===== src/rtl/fetch_if.sv =====
// Fetch-stage bus: PC/redirect inputs, instruction-memory handshake and IF/ID outputs.
interface fetch_if;
    logic [31:0] pc;
    logic        flush;
    logic        if_id_stall;
    logic        imem_req;
    logic [31:0] imem_addr;
    logic        imem_ack;
    logic [31:0] imem_rdata;
    logic [31:0] instr;
    logic        instr_valid;
    logic [31:0] pc_incr;
    logic        stall_at_fetch;

    modport master (
        input  pc, flush, if_id_stall, imem_ack, imem_rdata,
        output imem_req, imem_addr, instr, instr_valid, pc_incr, stall_at_fetch
    );

    modport slave (
        output pc, flush, if_id_stall, imem_ack, imem_rdata,
        input  imem_req, imem_addr, instr, instr_valid, pc_incr, stall_at_fetch
    );
endinterface


===== src/rtl/fetch_unit.sv =====
// Instruction-fetch stage: one outstanding imem request, one-entry hold buffer for
// instructions returning under IF/ID stall, and squashing of fetches hit by a redirect.
module fetch_unit #(
    parameter logic [31:0] NOP_INSTR = 32'h0000_0000
) (
    input  logic          clock,
    input  logic          rst,
    fetch_if.master       fetch_io
);

    typedef enum logic [1:0] {ISSUE, WAIT, HOLD} state_e;

    state_e      state_q, state_d;
    logic [31:0] addr_q,  addr_d;
    logic [31:0] hold_q,  hold_d;
    logic        drop_q,  drop_d;

    logic        req_c;
    logic [31:0] addr_c;
    logic [31:0] instr_c;
    logic        valid_c;
    logic [31:0] pc_aligned;

    assign pc_aligned = {fetch_io.pc[31:2], 2'b00};

    always_ff @(posedge clock or posedge rst) begin
        if (rst) begin
            state_q <= ISSUE;
            addr_q  <= 32'h0;
            hold_q  <= NOP_INSTR;
            drop_q  <= 1'b0;
        end else begin
            state_q <= state_d;
            addr_q  <= addr_d;
            hold_q  <= hold_d;
            drop_q  <= drop_d;
        end
    end

    // Next state and the combinational fetch outputs; an ack is either delivered,
    // parked in the hold buffer, or discarded when a redirect has overtaken it.
    always_comb begin
        state_d = state_q;
        addr_d  = addr_q;
        hold_d  = hold_q;
        drop_d  = drop_q;
        req_c   = 1'b0;
        addr_c  = addr_q;
        instr_c = NOP_INSTR;
        valid_c = 1'b0;

        case (state_q)
            ISSUE: begin
                req_c  = 1'b1;
                addr_c = pc_aligned;
                if (fetch_io.imem_ack) begin
                    if (!fetch_io.flush) begin
                        if (!fetch_io.if_id_stall) begin
                            instr_c = fetch_io.imem_rdata;
                            valid_c = 1'b1;
                        end else begin
                            hold_d  = fetch_io.imem_rdata;
                            state_d = HOLD;
                        end
                    end
                end else begin
                    addr_d  = pc_aligned;
                    drop_d  = fetch_io.flush;
                    state_d = WAIT;
                end
            end
            WAIT: begin
                req_c  = 1'b1;
                addr_c = addr_q;
                if (!fetch_io.imem_ack) begin
                    drop_d = drop_q | fetch_io.flush;
                end else begin
                    drop_d  = 1'b0;
                    state_d = ISSUE;
                    if (!(drop_q || fetch_io.flush)) begin
                        if (!fetch_io.if_id_stall) begin
                            instr_c = fetch_io.imem_rdata;
                            valid_c = 1'b1;
                        end else begin
                            hold_d  = fetch_io.imem_rdata;
                            state_d = HOLD;
                        end
                    end
                end
            end
            HOLD: begin
                if (fetch_io.flush) begin
                    state_d = ISSUE;
                end else if (!fetch_io.if_id_stall) begin
                    instr_c = hold_q;
                    valid_c = 1'b1;
                    state_d = ISSUE;
                end
            end
            default: state_d = ISSUE;
        endcase
    end

    // Reset forces the port quiet immediately, independent of the clock.
    assign fetch_io.imem_req       = req_c & ~rst;
    assign fetch_io.imem_addr      = addr_c;
    assign fetch_io.instr_valid    = valid_c & ~rst;
    assign fetch_io.instr          = (valid_c && !rst) ? instr_c : NOP_INSTR;
    assign fetch_io.stall_at_fetch = rst | (~fetch_io.flush & ~valid_c);
    assign fetch_io.pc_incr        = fetch_io.pc + 32'd4;

endmodule


===== src/flat_wrapper.sv =====
// flat-port wrapper written by rule: the top's interface ports become plain ports
module fetch_unit_flat 
#(
    parameter logic [31:0] NOP_INSTR = 32'h0000_0000
)
  (clock, rst, fetch_io_pc, fetch_io_flush, fetch_io_if_id_stall, fetch_io_imem_ack, fetch_io_imem_rdata, fetch_io_imem_req, fetch_io_imem_addr, fetch_io_instr, fetch_io_instr_valid, fetch_io_pc_incr, fetch_io_stall_at_fetch);
  fetch_if fetch_io_i ();
  input  logic clock;
  input  logic rst;
  input wire logic [$bits(fetch_io_i.pc)-1:0] fetch_io_pc;
  input wire logic [$bits(fetch_io_i.flush)-1:0] fetch_io_flush;
  input wire logic [$bits(fetch_io_i.if_id_stall)-1:0] fetch_io_if_id_stall;
  input wire logic [$bits(fetch_io_i.imem_ack)-1:0] fetch_io_imem_ack;
  input wire logic [$bits(fetch_io_i.imem_rdata)-1:0] fetch_io_imem_rdata;
  output wire logic [$bits(fetch_io_i.imem_req)-1:0] fetch_io_imem_req;
  output wire logic [$bits(fetch_io_i.imem_addr)-1:0] fetch_io_imem_addr;
  output wire logic [$bits(fetch_io_i.instr)-1:0] fetch_io_instr;
  output wire logic [$bits(fetch_io_i.instr_valid)-1:0] fetch_io_instr_valid;
  output wire logic [$bits(fetch_io_i.pc_incr)-1:0] fetch_io_pc_incr;
  output wire logic [$bits(fetch_io_i.stall_at_fetch)-1:0] fetch_io_stall_at_fetch;
  assign fetch_io_i.pc = fetch_io_pc;
  assign fetch_io_i.flush = fetch_io_flush;
  assign fetch_io_i.if_id_stall = fetch_io_if_id_stall;
  assign fetch_io_i.imem_ack = fetch_io_imem_ack;
  assign fetch_io_i.imem_rdata = fetch_io_imem_rdata;
  assign fetch_io_imem_req = fetch_io_i.imem_req;
  assign fetch_io_imem_addr = fetch_io_i.imem_addr;
  assign fetch_io_instr = fetch_io_i.instr;
  assign fetch_io_instr_valid = fetch_io_i.instr_valid;
  assign fetch_io_pc_incr = fetch_io_i.pc_incr;
  assign fetch_io_stall_at_fetch = fetch_io_i.stall_at_fetch;
  fetch_unit #(.NOP_INSTR(NOP_INSTR)) u_core (.clock(clock), .rst(rst), .fetch_io(fetch_io_i));
endmodule

===== config.mk =====
export PLATFORM = sky130hd
export DESIGN_NAME = fetch_unit_flat
export DESIGN_NICKNAME = d
export VERILOG_FILES = /design/src/rtl/fetch_if.sv /design/src/rtl/fetch_unit.sv /design/src/flat_wrapper.sv
export SDC_FILE = /design/constraint.sdc
export NUM_CORES = 1
export LEC_CHECK = 0
export BUFFER_PORTS_ARGS = -buffer_cell sky130_fd_sc_hd__buf_2
export CAP_MARGIN = 40
export CORE_MARGIN = 10
export CORE_UTILIZATION = 45
export CTS_BUF_LIST = sky130_fd_sc_hd__clkbuf_16
export CTS_CLUSTER_SIZE = 28
export DETAILED_ROUTE_END_ITERATION = 7
export PLACE_DENSITY = 0.76
export SLEW_MARGIN = 20
export SYNTH_ARGS = -nofsm -noshare
export SYNTH_HDL_FRONTEND = slang
export SYNTH_SLANG_ARGS = --single-unit

===== constraint.sdc =====
create_clock -name clock -period 3.4 [get_ports clock]
set_input_delay 0.17 -clock clock [delete_from_list [all_inputs] [get_ports clock]]
set_output_delay 0.17 -clock clock [all_outputs]
set_load 0.02 [all_outputs]

; After elaboration in Yosys (flattened, before gate mapping)
; Cells that the tools add are included.
[totals]
in_bits = 69
reg_bits = 65
[classes]
mux = 35
n_eq_ne = 10
reduce_logical = 10
n_bitwise = 9
addsub = 1
[ops]
columns = op, count
row1 = $mux W32, 14
row2 = $pmux W32 S3, 1
row3 = $pmux W32 S2, 1
row4 = $add A32 B3 Y32 const B, 1
row5 = $mux W2, 8
row6 = $ne A2 B2 Y1 const B, 5
row7 = $ne A3 B3 Y1 const B, 3
row8 = $mux W1, 8
row9 = $pmux W2 S3, 1
row10 = $reduce_and A5 Y1, 1
row11 = $not A1 Y1, 4
row12 = $reduce_and A2 Y1, 2
row13 = $reduce_and A4 Y1, 1
row14 = $and A1 B1 Y1, 3
row15 = $pmux W1 S3, 1
row16 = $eq A2 B1 Y1 const B, 1
row17 = $eq A2 B2 Y1 const B, 1
row18 = $logic_not A2 Y1, 1
row19 = $or A1 B1 Y1, 2
row20 = $pmux W1 S2, 1
row21 = $reduce_bool A2 Y1, 1
row22 = $reduce_or A2 Y1, 1
row23 = $logic_and A1 B1 Y1, 1
row24 = $logic_not A1 Y1, 1
row25 = $logic_or A1 B1 Y1, 1

; Longest topological paths before layout
[logic_depth]
ltp_word = 7
depth_mapped = 6
depth_no_buf = 5

; Least setup slack after synthesis
; Ideal clock, no wire load.
[synth_path]
path_type = input port to output port
start = in rst
end = out fetch_io_stall_at_fetch
stages = 3
path_slack_ns = 1.017
t_arrival_ns = 2.213
required_ns = 3.230
cell_sequence = clkbuf_1 > inv_1 > o31ai_1
[synth_via]
elab_chain_cells = 1
[synth_lines]
columns = element, line_no
row1 = start: declaration, flat_wrapper.sv:9  ; input logic rst;
row2 = $or A1 B1 Y1, fetch_unit.sv:109  ; assign fetch_io.stall_at_fetch = rst | (~fetch_io.flush & ~valid_c);
row3 = end: declaration, flat_wrapper.sv:20  ; output wire logic [$bits(fetch_io_i.stall_at_fetch)-1:0] fetch_io_stall_at_fetch;
; Every way passes these cells.

; Worst setup path after layout
[layout_path]
start = reg u_core.state_q[1]
end = out fetch_io_instr[9]
[layout_via]
elab_chain_cells = 4
word_cells_on_any_way = 7
classes_between = eq/ne: 2 / mux: 3 / reduce/logical: 2
[layout_lines]
columns = element, line_no
row1 = start: declaration, fetch_unit.sv:13  ; state_e state_q, state_d;
row2 = start signal: assignment, fetch_unit.sv:33  ; state_q <= state_d;
row3 = "$eq A2 B2 Y1, or another cell as far along", fetch_unit.sv:52  ; case (state_q)
row4 = $pmux W1 S3, fetch_unit.sv:52
row5 = $logic_and A1 B1 Y1, fetch_unit.sv:108  ; assign fetch_io.instr = (valid_c && !rst) ? instr_c : NOP_INSTR;
row6 = $mux W32 *, fetch_unit.sv:108
row7 = end: declaration, flat_wrapper.sv:17  ; output wire logic [$bits(fetch_io_i.instr)-1:0] fetch_io_instr;
; Every way passes the cells marked *; elsewhere a longest branch is shown, timed or not.

==> impl_metrics.csv <==
group,metric,value,unit
sta,max_slew.worst_pin.slew,0.651,ns
cells_and_area,final_util,60.5,%
hold_path,hp-class,"in2reg",
sta,setup_viol,0,
power,ir_drop,327,µV
floorplanning,io_pins,168,
critical_path,setup.worst_path.start_class,"register",
sta,final_hold_viol_count,0,
floorplanning,dieArea,0.0127,mm²
critical_path,arrival,2.28,ns
cells_and_area,fill_cells,729,
power,power_leakage,0.00235,µW
logic_synthesis,synth_edf_count,0,
logic_synthesis,avgSynthCellArea,11.0,µm²
sta,slew_violations,0,
logic_synthesis,synthFlopType,"dfrtp_1",
logic_synthesis,synth_cell_types,31,
placement,place_congestion,0.915,
logic_synthesis,seq_area_frac_synth,42.1,%
cells_and_area,syn2layout_area_growth,30.1,%
routing,drc_errors,0,
critical_path,required,3.23,ns
floorplanning,die_y,113,µm
cts,clkSinkCount,65,
global_route,grt_pass1_wl,17200,µm
routing,drt-total-wl,10700,µm
routing,avgViaCountPerCell,5.36,
global_route,antenna_found_initial,1,
routing,dr.pass1.iters,5,
cts,post_cts_resized,0,
logic_synthesis,yosysWarnings,0,
cts,clkTransAtPathRegs,0.05,ns
placement,dp.cells,596,
cts,cts_inserted_buffers,9,
routing,ant_nets,0,
critical_path,worstPathMaxFanout,27,
floorplanning,fp.dieW,113,µm
cts,postCtsHoldBufs,0,
logic_synthesis,ys_ff_latch,65,
global_route,globalRouteOverflowTotal,0,
power,pwr_density_cell,502,mW/mm²
sta,clock_skew,0.00802,ns
critical_path,cp-end-kind,"output pin",
sta,clock.fmax,0.408,GHz
cells_and_area,nets,573,
logic_synthesis,synth_cells,350,
sta,holdWs,0.0969,ns
sta,tns,0,ns
run,cap_violations,0,
status,status,"finished, final reports clean",
routing,wl_per_cell,17.4,µm
placement,dpl.hpwl,8060,µm
logic_synthesis,async_reset_ff_share,100,%
sta,relSlewSlack,56.6,%
cts,clk_latency,0.31,ns
cts,cts_tree,"done",
cts,clockBufferDepth,2,
sta,min_period_over_period,72.0,%
global_route,grt_max_degree,66,
cells_and_area,final_cells,613,
global_route,grt_util_all_layers,15.8,%
floorplanning,initial_core_util,46.5,%
cts,clk_root_buffer_cell,"clkbuf_16",
logic_synthesis,synth.cell_area,0.00386,mm²
floorplanning,rows,33,
cts,cts_setup_buffers,0,
routing,first_iter_violations,207,
floorplanning,core_area,0.00830,mm²
placement,port_buffers,161,
sta,rsz0062_at_grt,"false",
cells_and_area,drive_gt1_share,54.9,%
global_route,grt_pass1_vias,3466,
routing,dr_total_vias,3286,
cells_and_area,antennaDiodeCount,0,
sta,min_period,2.45,ns
critical_path,critPathKind,"reg2out",
cts,cts_max_level,3,
[state kept, by name (all words and copies together) (netlist names)]
name            count
u_core.addr_q      30
u_core.drop_q       1
u_core.hold_q      32
u_core.state_q      2
[Yosys cell counts, types with 2 or more instances]
master     n  area share (%)
buf_1      3            0.29
and3_1     3            0.49
dfrtp_1   65              42
nand4_1   11             1.8
buf_4      4            0.78
xor2_1     4            0.91
and4_1     5             1.1
buf_2     11             1.4
nor4_4     2             1.1
a22oi_1   32             6.2
clkbuf_1   8            0.78
xnor2_1   24             5.4
inv_1      5            0.49
nor3_1     3            0.39
o21ai_0    3            0.39
nand2_1   12             1.2
mux2_2    92              27
nand3_1    9             1.2
nor2_1    41             4.0
nor2b_1    2            0.32
[final cells by class]
class                   instances  area [µm²]  share of cell area (%)
flip-flops and latches         65        1630                    32.4
inverters                       5        18.8                   0.374
clock buffers                   9         225                    4.48
well taps                     105         131                    2.61
clock inverters                 7        55.1                    1.10
multi-input cells             254        2100                    41.7
repair buffers                168         871                    17.3
[path summary, 6_finish.rpt]
path / start / end / slack (ns) / cells past startpoint
max: u_core.state_q[1]$_DFFE_PP0P_ / fetch_io_instr[9] / 0.95 / 6
min: fetch_io_imem_ack / u_core.state_q[0]$_DFFE_PP0P_ / 0.1 / 2
max reg2reg: u_core.state_q[0]$_DFFE_PP0P_ / u_core.hold_q[13]$_DFFE_PP0P_ / 1.56 / 4
min reg2reg: u_core.addr_q[20]$_DFFE_PP0P_ / u_core.addr_q[20]$_DFFE_PP0P_ / 0.50 / 1
max in group asynchronous: rst / u_core.addr_q[27]$_DFFE_PP0P_ / 2.59 / 4
min in group asynchronous: rst / u_core.drop_q$_DFFE_PP0P_ / 0.28 / 3
[logic make-up after synthesis]
kind of cell | synth area share [%]
AOI/OAI and AO/OA | 7.00
xor gates and xnor gates | 6.35
adders and majority gates | 0.324
buffers and inverters | 3.89
DFF | 42.1
muxes | 26.8
other | 0.0971
and+or+nand+nor | 13.4
[worst max-delay path, cell delays in order (launching register included)]
cell and delay [ns]:
dfrtp_1 0.45, inv_1 0.14, nor4_4 0.48, buf_4 0.40
a22oi_1 0.15, nor2_1 0.14, buf_2 0.19
[layout by cell type, fill, tap and decap left out, types with 6 or more instances in the layout]
cell | Yosys | routed
mux2_2 | 92 | 92
clkbuf_16 | 0 | 9
nand4_1 | 11 | 11
nand3_1 | 9 | 9
nand2_1 | 12 | 12
nor2_1 | 41 | 40
xnor2_1 | 24 | 24
buf_4 | 4 | 6
inv_1 | 5 | 7
buf_2 | 11 | 161
a22oi_1 | 32 | 32
dfrtp_1 | 65 | 65
[layer usage]
metal  global-route usage, %  part of all wire [%]  vias to the layer above
met5                       0                  0.12                        -
met4                    3.38                  0.38                        2
met3                    8.57                    12                        6
met2                    25.2                    46                      143
met1                    18.4                    41                     1579
li1                        -                     -                     1556
[power breakdown]
part / leakage, µW / switching (µW) / internal [µW]
clock network: 0.000150 / 310 / 554
logic: 0.00143 / 333 / 302
registers: 0.000769 / 84.0 / 941
[per-stage QoR]
step / total power, µW / area [µm²] / worst slack [ns]
after global routing: 2660 / 5020 / 0.795
final: 2520 / 5020 / 0.951
after detailed placement: 1680 / 4720 / 1.29
after CTS: 2550 / 5000 / 0.961
after floorplan: 1450 / 3870 / 1.02
after global placement: 1650 / 4720 / 1.42
Note: power is estimated with default switching activity, not from simulation.
